### src/rtl/contra_enemy_pkg.sv
`default_nettype none
// ============================================================================
// Module      : contra_enemy_pkg
// Description : Shared state encoding, default tuning constants and small
//               helpers for the enemy motion and animation stages.
// Revision    : 1.0 - initial release
// ============================================================================
package contra_enemy_pkg;

    // Enemy behaviour states. The width is fixed so every stage that
    // consumes the state agrees on the encoding.
    typedef enum logic [1:0] {
        ST_PATROL  = 2'd0,
        ST_PAUSE   = 2'd1,
        ST_DEAD    = 2'd2,
        ST_RESPAWN = 2'd3
    } enemy_state_t;

    // Default geometry, in screen pixels
    localparam logic [9:0] c_x_min      = 10'd320;
    localparam logic [9:0] c_x_max      = 10'd600;
    localparam logic [9:0] c_x_spawn    = 10'd600;
    localparam logic [9:0] c_y_ground   = 10'd400;
    localparam logic [9:0] c_speed      = 10'd1;
    localparam logic [9:0] c_fire_range = 10'd200;

    // Default timing, in frames
    localparam int c_pause_frames = 16;
    localparam int c_dead_frames  = 60;
    localparam int c_fire_period  = 64;

    // Absolute horizontal distance between two 10-bit X positions. The
    // subtraction is done at 11-bit signed width so it can never wrap.
    function automatic logic [10:0] abs_diff11(input logic [9:0] a,
                                               input logic [9:0] b);
        logic signed [10:0] d;
        d = $signed({1'b0, a}) - $signed({1'b0, b});
        return (d < 0) ? 11'(-d) : 11'(d);
    endfunction

endpackage : contra_enemy_pkg
`default_nettype wire

### src/rtl/enemy_fire_timer.sv
`default_nettype none
// ============================================================================
// Module      : enemy_fire_timer
// Description : Shot cooldown. A load arms the cooldown with FIRE_PERIOD-1
//               frames; it then counts down once per frame and rests at 0.
//               ready is high while the cooldown is 0. clear forces it to 0.
// Revision    : 1.0 - initial release
// ============================================================================
module enemy_fire_timer #(
    parameter int FIRE_PERIOD = 64
) (
    input  logic frame_clk,
    input  logic Reset,
    input  logic load,
    input  logic clear,
    output logic ready
);

    // FIRE_PERIOD-1 always fits in clog2(FIRE_PERIOD) bits; keep at least one bit
    localparam int                c_cd_w   = (FIRE_PERIOD > 2) ? $clog2(FIRE_PERIOD) : 1;
    localparam logic [c_cd_w-1:0] c_reload = c_cd_w'(FIRE_PERIOD - 1);

    logic [c_cd_w-1:0] r_cooldown;

    // Cooldown counter: clear beats load, load beats the per-frame decrement
    always_ff @(posedge frame_clk or posedge Reset) begin
        if (Reset) begin
            r_cooldown <= '0;
        end else if (clear) begin
            r_cooldown <= '0;
        end else if (load) begin
            r_cooldown <= c_reload;
        end else if (r_cooldown != '0) begin
            r_cooldown <= r_cooldown - c_cd_w'(1);
        end
    end

    assign ready = (r_cooldown == '0);

endmodule : enemy_fire_timer
`default_nettype wire

### src/rtl/enemy_motion_ctrl.sv
`default_nettype none
// ============================================================================
// Module      : enemy_motion_ctrl
// Description : Ground enemy behaviour. Patrols between two X bounds, pauses
//               at each bound before turning, dies when hit, respawns after a
//               fixed delay and fires at the player when in range and facing.
// Revision    : 1.0 - initial release
// ============================================================================
module enemy_motion_ctrl
    import contra_enemy_pkg::*;
#(
    parameter logic [9:0] X_MIN        = c_x_min,
    parameter logic [9:0] X_MAX        = c_x_max,
    parameter logic [9:0] X_SPAWN      = c_x_spawn,
    parameter logic [9:0] Y_GROUND     = c_y_ground,
    parameter logic [9:0] SPEED        = c_speed,
    parameter int         PAUSE_FRAMES = c_pause_frames,
    parameter int         DEAD_FRAMES  = c_dead_frames,
    parameter logic [9:0] FIRE_RANGE   = c_fire_range,
    parameter int         FIRE_PERIOD  = c_fire_period
) (
    input  logic       frame_clk,
    input  logic       Reset,
    input  logic       hit,
    input  logic [9:0] player_x,
    output logic [9:0] EnemyX,
    output logic [9:0] EnemyY,
    output logic       direction,
    output logic       stand,
    output logic       alive,
    output logic       fire
);

    // One frame counter serves both the pause and the death timers, since
    // the two states are never active together.
    localparam int c_max_frames = (PAUSE_FRAMES > DEAD_FRAMES) ? PAUSE_FRAMES : DEAD_FRAMES;
    localparam int c_cnt_w      = (c_max_frames > 1) ? $clog2(c_max_frames) : 1;
    localparam logic [c_cnt_w-1:0] c_pause_last = c_cnt_w'(PAUSE_FRAMES - 1);
    localparam logic [c_cnt_w-1:0] c_dead_last  = c_cnt_w'(DEAD_FRAMES - 1);

    enemy_state_t       r_state;
    enemy_state_t       w_state_next;
    logic [9:0]         r_x;
    logic [9:0]         w_x_next;
    logic               r_dir;
    logic               w_dir_next;
    logic [c_cnt_w-1:0] r_cnt;
    logic [c_cnt_w-1:0] w_cnt_next;
    logic               r_fire;

    logic               w_reach_min;
    logic               w_reach_max;
    logic               w_alive;
    logic               w_player_left;
    logic               w_player_right;
    logic               w_facing;
    logic               w_in_range;
    logic               w_ready;
    logic               w_fire_req;
    logic               w_fire_load;
    logic               w_cd_clear;

    // A step that would land on or beyond a bound ends at that bound. The
    // sums are taken at 11 bits so a large SPEED cannot wrap past zero or 1023.
    assign w_reach_min = ({1'b0, r_x}) <= ({1'b0, X_MIN} + {1'b0, SPEED});
    assign w_reach_max = ({1'b0, r_x} + {1'b0, SPEED}) >= {1'b0, X_MAX};

    // State register plus position, facing, frame counter and shot pulse
    always_ff @(posedge frame_clk or posedge Reset) begin
        if (Reset) begin
            r_state <= ST_PATROL;
            r_x     <= X_SPAWN;
            r_dir   <= 1'b0;
            r_cnt   <= '0;
            r_fire  <= 1'b0;
        end else begin
            r_state <= w_state_next;
            r_x     <= w_x_next;
            r_dir   <= w_dir_next;
            r_cnt   <= w_cnt_next;
            // A hit this frame means the next frame is DEAD, so no shot leaves
            r_fire  <= w_fire_load;
        end
    end

    // Next-state logic, with hit taking priority over bound and pause expiry
    always_comb begin
        w_state_next = r_state;
        w_x_next     = r_x;
        w_dir_next   = r_dir;
        w_cnt_next   = r_cnt;
        case (r_state)
            ST_PATROL: begin
                if (hit) begin
                    w_state_next = ST_DEAD;
                    w_cnt_next   = '0;
                end else if (!r_dir) begin
                    if (w_reach_min) begin
                        w_x_next     = X_MIN;
                        w_state_next = ST_PAUSE;
                        w_cnt_next   = '0;
                    end else begin
                        w_x_next = r_x - SPEED;
                    end
                end else begin
                    if (w_reach_max) begin
                        w_x_next     = X_MAX;
                        w_state_next = ST_PAUSE;
                        w_cnt_next   = '0;
                    end else begin
                        w_x_next = r_x + SPEED;
                    end
                end
            end
            ST_PAUSE: begin
                if (hit) begin
                    w_state_next = ST_DEAD;
                    w_cnt_next   = '0;
                end else if (r_cnt == c_pause_last) begin
                    w_state_next = ST_PATROL;
                    w_dir_next   = ~r_dir;
                    w_cnt_next   = '0;
                end else begin
                    w_cnt_next = r_cnt + c_cnt_w'(1);
                end
            end
            ST_DEAD: begin
                // Position is reloaded on entry to RESPAWN so the respawn
                // frame already shows the enemy at its spawn point.
                if (r_cnt == c_dead_last) begin
                    w_state_next = ST_RESPAWN;
                    w_cnt_next   = '0;
                    w_x_next     = X_SPAWN;
                    w_dir_next   = 1'b0;
                end else begin
                    w_cnt_next = r_cnt + c_cnt_w'(1);
                end
            end
            ST_RESPAWN: begin
                w_state_next = ST_PATROL;
                w_cnt_next   = '0;
            end
            default: begin
                w_state_next = ST_PATROL;
                w_cnt_next   = '0;
            end
        endcase
    end

    // Outputs and the shot request derived from the current state
    always_comb begin
        w_alive        = (r_state == ST_PATROL) || (r_state == ST_PAUSE);
        w_player_left  = player_x < r_x;
        w_player_right = player_x > r_x;
        // Equal X counts as facing in either direction
        w_facing       = w_player_left  ? ~r_dir :
                         w_player_right ?  r_dir : 1'b1;
        w_in_range     = abs_diff11(player_x, r_x) <= {1'b0, FIRE_RANGE};
        w_fire_req     = w_alive & w_ready & w_in_range & w_facing;
        w_fire_load    = w_fire_req & ~hit;
        w_cd_clear     = (r_state == ST_RESPAWN);

        EnemyX    = r_x;
        EnemyY    = Y_GROUND;
        direction = r_dir;
        stand     = (r_state == ST_PAUSE);
        alive     = w_alive;
        fire      = r_fire;
    end

    enemy_fire_timer #(
        .FIRE_PERIOD (FIRE_PERIOD)
    ) u_fire_timer (
        .frame_clk (frame_clk),
        .Reset     (Reset),
        .load      (w_fire_load),
        .clear     (w_cd_clear),
        .ready     (w_ready)
    );

endmodule : enemy_motion_ctrl
`default_nettype wire

### config.mk
export PLATFORM = sky130hd
export DESIGN_NAME = enemy_motion_ctrl
export DESIGN_NICKNAME = d
export VERILOG_FILES = /design/src/rtl/contra_enemy_pkg.sv /design/src/rtl/enemy_fire_timer.sv /design/src/rtl/enemy_motion_ctrl.sv
export SDC_FILE = /design/constraint.sdc
export NUM_CORES = 1
export LEC_CHECK = 0
export CELL_PAD_IN_SITES_DETAIL_PLACEMENT = 1
export CELL_PAD_IN_SITES_GLOBAL_PLACEMENT = 2
export CORE_MARGIN = 3
export CORE_UTILIZATION = 34
export CTS_BUF_LIST = sky130_fd_sc_hd__clkbuf_8
export DETAILED_ROUTE_END_ITERATION = 8
export PLACE_DENSITY_LB_ADDON = 0.1
export SLEW_MARGIN = 20
export SYNTH_ARGS = -nofsm -noshare
export SYNTH_HDL_FRONTEND = slang
export SYNTH_HIERARCHICAL = 1
export SYNTH_SLANG_ARGS = --single-unit
### constraint.sdc
create_clock -name frame_clk -period 5 [get_ports frame_clk]
set_input_delay 0.75 -clock frame_clk [delete_from_list [all_inputs] [get_ports frame_clk]]
set_output_delay 0.75 -clock frame_clk [all_outputs]
set_load 0.03 [all_outputs]
==> results.md <==
* Outcome: complete, no violations
* Most used DFF post-synth: dfrtp_1
* Clk_lat worst skew at about 0.27 ns
* DR DRC count at 0
* Yosys top cell area share at 19.81%
* Maximum number of pins on one net before global-route repair at 23
* First DRT Iteration DRCs at around 50
* Cell taking the most area after synthesis: dfrtp_1
* Post-synth EDFFs at 0
* Post-CTS Setup Bufs at 0
* Worst Tran Pin Value at between 0.8 and 0.9 ns
* Finished Cell Area at 3117 sq um
* Syn Std Cell Area at between 2000 and 3000 sq um
* Cell family with most CP delay: compound AO/OA/AOI/OAI gates
* Vias in the first global route at 2557
* # IOs at 37
* Synth Instances at 342
* Crit path kind: in -> reg
* Cts bufs inserted at 3
* Final WL at 7797 um
* Die W at about 96 um
* Final worst path period need at between 4 and 5 ns
* Slew HR at a little under half
* Clock sink total at 26
* Maximum VDD drop at around 0.16 mV
* Hold buffers post-CTS at 0
* Final setup TNS at 0 ns
* Initial Util at 35.41%
* Full die area at about 9300 sq um
* RSZ-0062 raised after global routing: no
* Most common cell in the netlist: nand2_1
* TritonCTS clock tree: built
* Crit-path max cell delay at a little under 0.5 ns
* Post-cts sizing count at 0
* # port buffers at 26
* Final setup fails at 0
* Critical path endpoint category: flop
* Worst path slowest cell: or3b_2
* CP startpoint kind: input pin
* Tcrit/Tclk final at between 80 and 90%
* Crit path cell chain: clkdlybuf4s50_1 > inv_1 > ha_1 > inv_1 > fa_1 > a211oi_1 > o21bai_1 > a21oi_1 > xor2_1 > or3b_2 > a21boi_0 > o211ai_1 > a311oi_1 > buf_4 > nor4_1 > a311oi_1
* Share of cells above drive strength 1 at under 10%
* Area grow syn2layout at 12.16%
* Vias at roughly 2600
* DR WL/cell at roughly 17 um
* Number of distinct library cells after synthesis at 73
* Max H-tree Level at 1
* Routed Antenna Nets at 0
* Pwr per Cell Area at between 400 and 500 nW/um^2
* Std-Cell Core Area at between 7000 and 8000 sq um
* Max Fclk at approximately 240 MHz
* Syn_area_per_cell at ~8 sq um
* MaxCap Viol Count at 0
* Clk_skew at roughly 0.004 ns
* Final hold violation count at 0
* Pleak at around 1.3 nW
* Synth cell count leaders: nand2_1, nor2_1, inv_1
* Total global-route track usage at 17.26%
* WHS at between 0.5 and 0.6 ns
* # rows at 32
* Placed instance area at 3072 sq um
* Antenna violations before repair at 0
* Clk pin slew, worst setup/hold paths at about 0.09 ns
* Crit-path max FO at 5
* Worst path bufs/invs at 4
* Final HPWL DP at approximately 6000 um
* First-pass GRT wire length at roughly 13000 um
* # diodes at 0
* R2r setup slk at about 1.1 ns
* Overflow after GRT at 0
* First-pass DRT Iterations at 4
* # fillers at 995
* RD Place Congestion at ~0.78
* Root Buffer: clkbuf_8
* Register bit total from synthesis at 26
* Min-delay worst type: reg -> reg
* Sequential element share of the synthesized area at a little under a quarter
* Vias/cell at between 5 and 6
* Synthesis Warnings at 6
* NumNets Final at 394
* Critical path arrival at ~4.4 ns
* Final Max Tran Viols at 0
* Post-synth ARST share at 100.0%
* Maximum clock path buffer count at 2
* Top cells by area, synth: dfrtp_1, ha_1, a21oi_1
* CP Data Required Time at ~5.1 ns
* Tot Pwr at roughly 0.0016 W
* Die Ht at approximately 96 um
-- state kept, by name (all words and copies together), names as in the netlist --
name                     cells
r_cnt                        6
r_state                      2
EnemyX                      10
u_fire_timer/r_cooldown      6
direction                    1
fire                         1
-- path summary, 6_finish.rpt --
check / end / depth (start not counted) / start
max in group asynchronous: EnemyX[0] / 2 / Reset
worst max register to register: u_fire_timer/r_cooldown[1] / 14 / EnemyX[0]
worst min register to register: u_fire_timer/r_cooldown[4] / 1 / u_fire_timer/r_cooldown[4]
worst min-delay path: u_fire_timer/r_cooldown[4] / 1 / u_fire_timer/r_cooldown[4]
worst max-delay path: u_fire_timer/r_cooldown[1] / 16 / player_x[0]
min in group asynchronous: u_fire_timer/r_cooldown[4] / 2 / Reset
-- through the flow --
stage	worst slack [ns]	cells	util [%]
finish	0.7621	461	39.72
global route	0.4569	461	39.72
CTS	0.7460	461	39.72
detailed placement	0.4605	457	39.14
global placement	0.6075	457	39.14
floorplan	0.8859	350	-
-- per-layer routing --
layer | global-route usage (%) | up-vias | part of all wire, %
met5 | 0 | - | 0
met4 | 2.103 | 0 | 0.72
met3 | 2.169 | 6 | 3.0
met2 | 28.29 | 41 | 47
met1 | 24.99 | 1272 | 49
li1 | - | 1280 | -
-- placed cells by master, fill, tap and decap left out, types with 3 or more instances in the layout --
cell | netlist | layout
a21o_1 | 4 | 4
clkbuf_8 | 0 | 3
dfrtp_1 | 22 | 22
and3_1 | 4 | 4
a211oi_1 | 6 | 6
o21bai_1 | 3 | 3
nor3_1 | 6 | 6
nand2b_1 | 10 | 10
xor2_1 | 4 | 4
o31ai_1 | 6 | 6
nand3b_1 | 5 | 5
ha_1 | 20 | 20
o21ai_0 | 20 | 20
nand2_1 | 27 | 27
xnor2_1 | 9 | 9
inv_1 | 24 | 25
nor4_1 | 5 | 5
a31oi_1 | 6 | 6
or3_1 | 3 | 3
a311oi_1 | 4 | 4
nor2_1 | 26 | 26
o211ai_1 | 4 | 4
clkdlybuf4s50_1 | 0 | 26
conb_1 | 2 | 10
nand4_1 | 4 | 4
dfstp_2 | 4 | 4
o21a_1 | 4 | 4
mux2i_1 | 5 | 5
nand3_1 | 10 | 10
a21oi_1 | 21 | 21
-- worst reg2reg max path: cells and delay by family, from the launching register on --
| kind | cells | cell delay (ns) |
|---|---|---|
| AO/OA/AOI/OAI | 7 | 1.14 |
| XOR/XNOR | 1 | 0.41 |
| adder cells (fa/ha/maj) | 2 | 0.71 |
| buffers and inverters | 2 | 0.25 |
| flip-flops | 1 | 0.54 |
| AND/OR/NAND/NOR | 2 | 0.76 |
-- cells by family after synthesis --
logic type | after synthesis | synth area share (%)
compound gates | 106 | 26.88
xor+xnor | 13 | 4.097
fa+ha+maj | 21 | 9.725
buf+inv | 47 | 8.284
flops | 26 | 23.59
mux | 7 | 2.611
other cells | 2 | 0.2702
simple gates | 120 | 24.54
-- where the power goes --
part / leakage (nW) / switching (W) / internal (W) / total [W]
Combinational: 0.941 / 0.000628 / 0.000426 / 0.00105
Clock: 0.0269 / 0.0000671 / 0.0000550 / 0.000122
Sequential: 0.333 / 0.000102 / 0.000277 / 0.000379
-- final cells by class --
type,count,area (sq um),area share (%)
sequential,26,655.6,21.04
multi-input combinational,277,1923,61.70
clock inverter,1,3.754,0.1204
inverter,24,90.09,2.890
timing repair buffer,28,275.3,8.832
clock buffer,3,41.29,1.325
tap,102,127.6,4.095
Power figures use the tool's default switching activity.
